**config.mk**
```make
export PLATFORM = sky130hd
export DESIGN_NAME = alsu_pipe_flat
export DESIGN_NICKNAME = d
export VERILOG_FILES = /design/src/rtl/alsu_pkg.sv /design/src/rtl/alsu_pipe_if.sv /design/src/rtl/alsu_blink.sv /design/src/rtl/alsu_pipe.sv /design/src/flat_wrapper.sv
export SDC_FILE = /design/constraint.sdc
export NUM_CORES = 1
export LEC_CHECK = 0
export ABC_AREA = 1
export BUFFER_PORTS_ARGS = -buffer_cell sky130_fd_sc_hd__buf_2
export CAP_MARGIN = 20
export CORE_MARGIN = 8
export CORE_UTILIZATION = 62
export DETAILED_ROUTE_END_ITERATION = 10
export PLACE_DENSITY = 0.84
export SETUP_SLACK_MARGIN = 0.2
export SYNTH_ARGS = -nofsm -noshare
export SYNTH_HDL_FRONTEND = slang
export SYNTH_HIERARCHICAL = 1
export SYNTH_SLANG_ARGS = --single-unit
```
**constraint.sdc**
```tcl
create_clock -name clk -period 8.04 [get_ports clk]
set_input_delay 0.402 -clock clk [delete_from_list [all_inputs] [get_ports clk]]
set_output_delay 0.402 -clock clk [all_outputs]
set_load 0.01 [all_outputs]
```
**src/rtl/alsu_pkg.sv**
```systemverilog
// Shared opcode encoding and operation-validity check for the pipelined ALSU.
package alsu_pkg;

  localparam int OPCODE_W = 3;

  typedef enum logic [OPCODE_W-1:0] {
    OP_OR     = 3'd0,
    OP_XOR    = 3'd1,
    OP_ADD    = 3'd2,
    OP_MUL    = 3'd3,
    OP_SHIFT  = 3'd4,
    OP_ROTATE = 3'd5
  } opcode_e;

  // Reduction selects only make sense for the bitwise OR/XOR operations.
  function automatic logic is_invalid(input logic [OPCODE_W-1:0] op, input logic red);
    return (op > OP_ROTATE) || (red && (op != OP_OR) && (op != OP_XOR));
  endfunction

endpackage

```
**src/rtl/alsu_pipe_if.sv**
```systemverilog
// Operation/result bus of the pipelined ALSU: valid/ready in, valid/ready out.
interface alsu_pipe_if
  import alsu_pkg::*;
#(
  parameter int WIDTH = 8,
  parameter int LED_W = 16
);
  logic                  in_valid;
  logic                  in_ready;
  logic [WIDTH-1:0]      A;
  logic [WIDTH-1:0]      B;
  logic                  cin;
  logic [OPCODE_W-1:0]   opcode;
  logic                  red_op_A;
  logic                  red_op_B;
  logic                  bypass_A;
  logic                  bypass_B;
  logic                  direction;
  logic                  serial_in;
  logic                  out_valid;
  logic                  out_ready;
  logic [2*WIDTH-1:0]    out;
  logic                  err;
  logic [LED_W-1:0]      leds;

  modport master (
    output in_valid, A, B, cin, opcode, red_op_A, red_op_B,
           bypass_A, bypass_B, direction, serial_in, out_ready,
    input  in_ready, out_valid, out, err, leds
  );

  modport slave (
    input  in_valid, A, B, cin, opcode, red_op_A, red_op_B,
           bypass_A, bypass_B, direction, serial_in, out_ready,
    output in_ready, out_valid, out, err, leds
  );
endinterface

```
**src/rtl/alsu_blink.sv**
```systemverilog
// LED blinker: toggles all LEDs every BLINK_DIV cycles while the held result is an error.
module alsu_blink #(
  parameter int LED_W     = 16,
  parameter int BLINK_DIV = 4
) (
  input  logic             clk,
  input  logic             rst,
  input  logic             load,
  input  logic             err_next,
  input  logic             err_cur,
  output logic [LED_W-1:0] leds
);
  localparam int CNT_W = $clog2(BLINK_DIV + 1);

  logic [CNT_W-1:0] cnt;

  // A newly loaded result restarts the blink period; a clean result also darkens the LEDs.
  always_ff @(posedge clk or negedge rst) begin
    if (!rst) begin
      cnt  <= '0;
      leds <= '0;
    end else if (load) begin
      cnt <= '0;
      if (!err_next) leds <= '0;
    end else if (err_cur) begin
      if (cnt == CNT_W'(BLINK_DIV - 1)) begin
        cnt  <= '0;
        leds <= ~leds;
      end else begin
        cnt <= cnt + 1'b1;
      end
    end
  end
endmodule

```
**src/rtl/alsu_pipe.sv**
```systemverilog
// Two-stage pipelined ALSU (operand capture, execute) with valid/ready flow control.
// Define ALSU_PIPE_BLINK_EN to blink the LEDs on error; otherwise they mirror err.
module alsu_pipe
  import alsu_pkg::*;
#(
  parameter int WIDTH          = 8,
  parameter     INPUT_PRIORITY = "A",
  parameter int FULL_ADDER     = 1,
  parameter int LED_W          = 16,
  parameter int BLINK_DIV      = 4
) (
  input logic        clk,
  input logic        rst,
  alsu_pipe_if.slave bus
);
  localparam int W2     = 2 * WIDTH;
  localparam bit PRIO_A = (INPUT_PRIORITY != "B");

  typedef struct packed {
    logic [WIDTH-1:0]    a;
    logic [WIDTH-1:0]    b;
    logic                cin;
    logic [OPCODE_W-1:0] opcode;
    logic                red_a;
    logic                red_b;
    logic                byp_a;
    logic                byp_b;
    logic                dir;
    logic                ser;
  } s1_t;

  s1_t              s1;
  logic             s1_valid;
  logic             out_valid_q;
  logic [W2-1:0]    out_q;
  logic             err_q;
  logic             s1_load, s2_load, exec;
  logic [W2-1:0]    res, cin_ext;
  logic             res_err;
  logic signed [W2-1:0] ax, bx;
  logic [WIDTH-1:0] red_x;
  logic             use_a, red_sel;

  assign s2_load      = !out_valid_q || bus.out_ready;
  assign s1_load      = !s1_valid || s2_load;
  assign exec         = s2_load && s1_valid;
  assign bus.in_ready = s1_load;
  assign cin_ext      = (FULL_ADDER != 0) ? {{(W2-1){1'b0}}, s1.cin} : '0;

  // NOTE: sequential state uses non-blocking assignments so every flop samples pre-edge values.
  always_ff @(posedge clk or negedge rst) begin
    if (!rst) s1_valid <= 1'b0;
    else if (s1_load) s1_valid <= bus.in_valid;
  end

  // NOTE: operand payload has no reset; s1_valid qualifies it, so stale contents are never used.
  always_ff @(posedge clk) begin
    if (s1_load && bus.in_valid) begin
      s1 <= '{a: bus.A, b: bus.B, cin: bus.cin, opcode: bus.opcode,
              red_a: bus.red_op_A, red_b: bus.red_op_B,
              byp_a: bus.bypass_A, byp_b: bus.bypass_B,
              dir: bus.direction, ser: bus.serial_in};
    end
  end

  // out_q doubles as the shift/rotate accumulator, so it updates on every execute.
  always_ff @(posedge clk or negedge rst) begin
    if (!rst) begin
      out_valid_q <= 1'b0;
      out_q       <= '0;
      err_q       <= 1'b0;
    end else if (s2_load) begin
      out_valid_q <= s1_valid;
      if (s1_valid) begin
        out_q <= res;
        err_q <= res_err;
      end
    end
  end

  always_comb begin
    // NOTE: defaults first so every path assigns every output and no latch is inferred.
    res     = '0;
    res_err = 1'b0;
    ax      = {{WIDTH{s1.a[WIDTH-1]}}, s1.a};
    bx      = {{WIDTH{s1.b[WIDTH-1]}}, s1.b};
    use_a   = (s1.byp_a && s1.byp_b) ? PRIO_A : s1.byp_a;
    red_sel = (s1.red_a && s1.red_b) ? PRIO_A : s1.red_a;
    red_x   = red_sel ? s1.a : s1.b;
    if (s1.byp_a || s1.byp_b) begin
      res = use_a ? ax : bx;
    end else if (is_invalid(s1.opcode, s1.red_a || s1.red_b)) begin
      res_err = 1'b1;
    end else begin
      case (s1.opcode)
        OP_OR:     res = (s1.red_a || s1.red_b) ? {{(W2-1){1'b0}}, |red_x} : (ax | bx);
        OP_XOR:    res = (s1.red_a || s1.red_b) ? {{(W2-1){1'b0}}, ^red_x} : (ax ^ bx);
        OP_ADD:    res = ax + bx + cin_ext;
        OP_MUL:    res = ax * bx;
        OP_SHIFT:  res = s1.dir ? {out_q[W2-2:0], s1.ser} : {s1.ser, out_q[W2-1:1]};
        OP_ROTATE: res = s1.dir ? {out_q[W2-2:0], out_q[W2-1]} : {out_q[0], out_q[W2-1:1]};
        default:   res = '0;
      endcase
    end
  end

  assign bus.out_valid = out_valid_q;
  assign bus.out       = out_q;
  assign bus.err       = err_q;

`ifdef ALSU_PIPE_BLINK_EN
  alsu_blink #(
    .LED_W    (LED_W),
    .BLINK_DIV(BLINK_DIV)
  ) u_blink (
    .clk     (clk),
    .rst     (rst),
    .load    (exec),
    .err_next(res_err),
    .err_cur (err_q),
    .leds    (bus.leds)
  );
`else
  assign bus.leds = {LED_W{err_q}};
`endif

endmodule

```
**src/flat_wrapper.sv**
```systemverilog
// flat-port wrapper written by rule: the top's interface ports become plain ports
module alsu_pipe_flat import alsu_pkg::*;
#(
  parameter int WIDTH          = 8,
  parameter     INPUT_PRIORITY = " ",
  parameter int FULL_ADDER     = 1,
  parameter int LED_W          = 16,
  parameter int BLINK_DIV      = 4
)
  (clk, rst, bus_in_valid, bus_A, bus_B, bus_cin, bus_opcode, bus_red_op_A, bus_red_op_B, bus_bypass_A, bus_bypass_B, bus_direction, bus_serial_in, bus_out_ready, bus_in_ready, bus_out_valid, bus_out, bus_err, bus_leds);
  alsu_pipe_if #(.WIDTH(WIDTH), .LED_W(LED_W)) bus_i ();
  input logic clk;
  input logic rst;
  input wire logic [$bits(bus_i.in_valid)-1:0] bus_in_valid;
  input wire logic [$bits(bus_i.A)-1:0] bus_A;
  input wire logic [$bits(bus_i.B)-1:0] bus_B;
  input wire logic [$bits(bus_i.cin)-1:0] bus_cin;
  input wire logic [$bits(bus_i.opcode)-1:0] bus_opcode;
  input wire logic [$bits(bus_i.red_op_A)-1:0] bus_red_op_A;
  input wire logic [$bits(bus_i.red_op_B)-1:0] bus_red_op_B;
  input wire logic [$bits(bus_i.bypass_A)-1:0] bus_bypass_A;
  input wire logic [$bits(bus_i.bypass_B)-1:0] bus_bypass_B;
  input wire logic [$bits(bus_i.direction)-1:0] bus_direction;
  input wire logic [$bits(bus_i.serial_in)-1:0] bus_serial_in;
  input wire logic [$bits(bus_i.out_ready)-1:0] bus_out_ready;
  output wire logic [$bits(bus_i.in_ready)-1:0] bus_in_ready;
  output wire logic [$bits(bus_i.out_valid)-1:0] bus_out_valid;
  output wire logic [$bits(bus_i.out)-1:0] bus_out;
  output wire logic [$bits(bus_i.err)-1:0] bus_err;
  output wire logic [$bits(bus_i.leds)-1:0] bus_leds;
  assign bus_i.in_valid = bus_in_valid;
  assign bus_i.A = bus_A;
  assign bus_i.B = bus_B;
  assign bus_i.cin = bus_cin;
  assign bus_i.opcode = bus_opcode;
  assign bus_i.red_op_A = bus_red_op_A;
  assign bus_i.red_op_B = bus_red_op_B;
  assign bus_i.bypass_A = bus_bypass_A;
  assign bus_i.bypass_B = bus_bypass_B;
  assign bus_i.direction = bus_direction;
  assign bus_i.serial_in = bus_serial_in;
  assign bus_i.out_ready = bus_out_ready;
  assign bus_in_ready = bus_i.in_ready;
  assign bus_out_valid = bus_i.out_valid;
  assign bus_out = bus_i.out;
  assign bus_err = bus_i.err;
  assign bus_leds = bus_i.leds;
  alsu_pipe #(.WIDTH(WIDTH), .INPUT_PRIORITY(INPUT_PRIORITY), .FULL_ADDER(FULL_ADDER), .LED_W(LED_W), .BLINK_DIV(BLINK_DIV)) u_core (.clk(clk), .rst(rst), .bus(bus_i));
endmodule
```
==> summary.txt <==
Run status
  – Status: finished, final reports clean

STA
  – RSZ-0062 raised after global routing: no
  – Relative slew slack: 35.9%
  – Max-slew violation count: 0
  – Worst clock skew: 6.44 ps
  – Total Negative Setup Slacks: 0 ps
  – Fmax: 0.218 GHz
  – Final setup margin: 3460 ps
  – Endpoints failing setup: 0
  – Final Hold Viols: 0
  – Tcrit/Tclk final: 56.9%
  – Worst-margin pin slew: 960 ps
  – Min Tclk post-route: 4580 ps

Logic synthesis
  – Synth Area per Inst: 7.39 sq um
  – Synth Register Bits: 45
  – Ys Warns: 6
  – Post-Syn Area: 5900 sq um
  – Syn Nets: 936
  – Top-count cell post-synth: inv_1
  – Top cells by area, synth: fa_1 (19%), edfxtp_1 (13%), inv_1 (12%)
  – Top cell type's share of synthesized area: 19.3%
  – Post-synth top cells: inv_1 (184), nand2_1 (178), nor2_1 (63), fa_1 (57), ha_1 (50)
  – Ys async rst share: 42.2%
  – Synth area leader: fa_1
  – Top FF cell, synth: edfxtp_1
  – Part of the Yosys area used for sequential elements: 21.3%
  – Cells after Synth: 799
  – EDFF count, synth: 26
  – Post-synthesis cell type count: 41

Route
  – DRC Markers: 0
  – DR WL/cell: 15.8 um
  – Vias/cell: 5.38
  – DR iter-0 viols: 485
  – Pre-antenna DRT Iters: 5
  – Final WL: 15100 um
  – Detailed-route via count: 5153
  – Post-route antenna net violation count: 0

Final layout
  – Non-Filler Instances: 957
  – Area Overhead vs Synth: 5.15%
  – Ant diodes: 0
  – Net total in the final layout: 964
  – FF/Latch Area: 1260 sq um
  – Proportion of layout cells with a drive suffix above 1: 10.5%
  – Fill cells: 772
  – Area of the multi-input gates: 3670 sq um

Die
  – Core box area: 9240 sq um
  – Rows: 35
  – Die area: 12900 sq um
  – Die height: 114 um
  – Initial Util: 63.9%
  – Io pins: 65
  – Die Wd: 114 um

GRT
  – First-pass GRT wire length: 25400 um
  – Vias in the first global route: 5321
  – Gr usage total: 24.5%
  – Initial antenna violation count: 0
  – Global route overflow: 0
  – Largest net degree at the start of global routing: 27

Critical path
  – CP dominant cell by count: nand2_1
  – R2r worst-path depth: 18
  – Critical Path RT: 8280 ps
  – Critical path class: register to register
  – Crit-path max cell delay: 760 ps
  – Setup crit start kind: register
  – Worst-path fanout max: 11
  – Critical-path top delay cell: fa_1
  – Critical path cell sequence: nand2_1 -> fa_1 -> fa_1 -> fa_1 -> inv_1 -> fa_1 -> ha_1 -> nand2_1 -> a21oi_1 -> nor2_1 -> nand2_1 -> nor2_1 -> inv_1 -> nand2_1 -> nand3_1 -> nand2_1 -> nand2_1 -> a21oi_1
  – Endpoint class of the critical path: register
  – Crit path DAT: 4810 ps

Clocking
  – # resized after CTS: 0
  – Clock buffer depth: 2
  – Num CTS Buffers: 5
  – # clock sinks: 45
  – CTS tree: built
  – Cts hold-fix bufs: 0
  – Worst skew pair latency: 310 ps
  – CTS root buf: clkbuf_8
  – H-Tree Depth: 2
  – Postcts setup bufs: 0
  – Clock Pin Slew Worst Setup and Hold Paths: 100 ps

Worst hold path
  – Hold crit path type: primary input to asynchronous set/reset pin

Pwr
  – Pwr Density: 269 nW/um^2
  – Worst vdd ir: 0.000139 V
  – Leak: 3.47 nW

Place
  – Pre-CTS setup slack: 3490 ps
  – DP Cell Count: 949
  – GPL Wtd Cong: 0.986
  – Detail Placement HPWL: 12400 um
  – IO buf count: 64

Flow run
  – Total of max-cap violations: 0
## registers in the layout (all words and copies together), names as in the netlist
name,count
u_core/bus.out_valid,1
u_core/cin_ext,1
u_core/s1_valid,1
u_core/s1,9
u_core/bus.err,1
u_core/bus.out,16
u_core/ax,8
u_core/bx,8
## area by class of cell
type                            instances  share of cell area [%]
Clock buffer                            5                    1.11
Clock inverter                          3                   0.282
Inverter                              189                    11.4
Multi-Input combinational cell        522                    59.2
Sequential cell                        45                    20.2
Tap cell                              129                    2.60
Timing Repair Buffer                   64                    5.16
## cell usage in the layout (no fill, tap or decap), drive strengths merged
cell type,n
xor2,1
clkinv,5
o21bai,1
o31ai,2
a31oi,3
o2111ai,2
nand3,30
o21ai,49
nor3,7
o22ai,3
o21a,1
a21oi,45
nand2,182
edfxtp,26
nand4,5
fa,57
a21o,2
nand3b,1
o211ai,2
clkbuf,5
buf,64
a211oi,3
xnor2,4
inv,187
nor2,67
nor3b,1
dfrtp,19
ha,50
a22oi,4
## critical path, delay by kind of cell, from the launching register on
family	cells	cell delay [ps]
AOI/OAI and AO/OA	2	170
buffers and inverters	2	110
adders and majority gates	5	2600
and+or+nand+nor	9	960
DFF	1	660
## report_power, final
group          internal [mW]  total [mW]  leakage [nW]  switching [mW]
registers              0.286       0.343         0.468          0.0567
clock network         0.0604       0.146        0.0455          0.0858
logic                  0.436        1.18          2.96           0.745
total                  0.783        1.67          3.47           0.888
## cells by family after synthesis
logic type	count (synthesis)	share of synthesized area, %
adders and majority gates	107	29.9
AOI/OAI and AO/OA	117	11.0
buffers and inverters	232	16.5
DFF	45	21.3
and+or+nand+nor	293	20.5
xor gates and xnor gates	5	0.742
## per-layer routing
| metal | track usage (%) | routed length (um) | up-vias |
|---|---|---|---|
| met5 | 0 | 0 | - |
| met4 | 11.1 | 624 | 0 |
| li1 | - | - | 2484 |
| met2 | 41.4 | 7210 | 207 |
| met1 | 30.3 | 6420 | 2415 |
| met3 | 3.70 | 890 | 47 |
## path summary, 6_finish.rpt
check	from	to	slack [ps]
worst max-delay path	u_core/bx[2]	u_core/bus.out[15]	3460
max in group asynchronous	rst	u_core/bus.err	7670
worst min register to register	u_core/bus.out_valid	u_core/bus.out_valid	540
worst min-delay path	rst	u_core/bus.out[7]	40
worst max register to register	u_core/bx[2]	u_core/bus.out[15]	3460
min in group clk	bus_B[2]	u_core/bx[2]	270
## per-stage QoR
stage,power (mW),utilization [%],hold slack (ps),area [sq um]
2_1_floorplan,1.22,-,106,5900
3_3_place_gp,1.49,66.2,363,6120
3_5_place_dp,1.52,66.2,376,6120
4_1_cts,1.67,67.2,37.1,6210
5_1_grt,1.87,67.2,63.5,6210
6_report,1.67,67.2,36.7,6210
No activity file was read; power rests on OpenSTA's default activity.
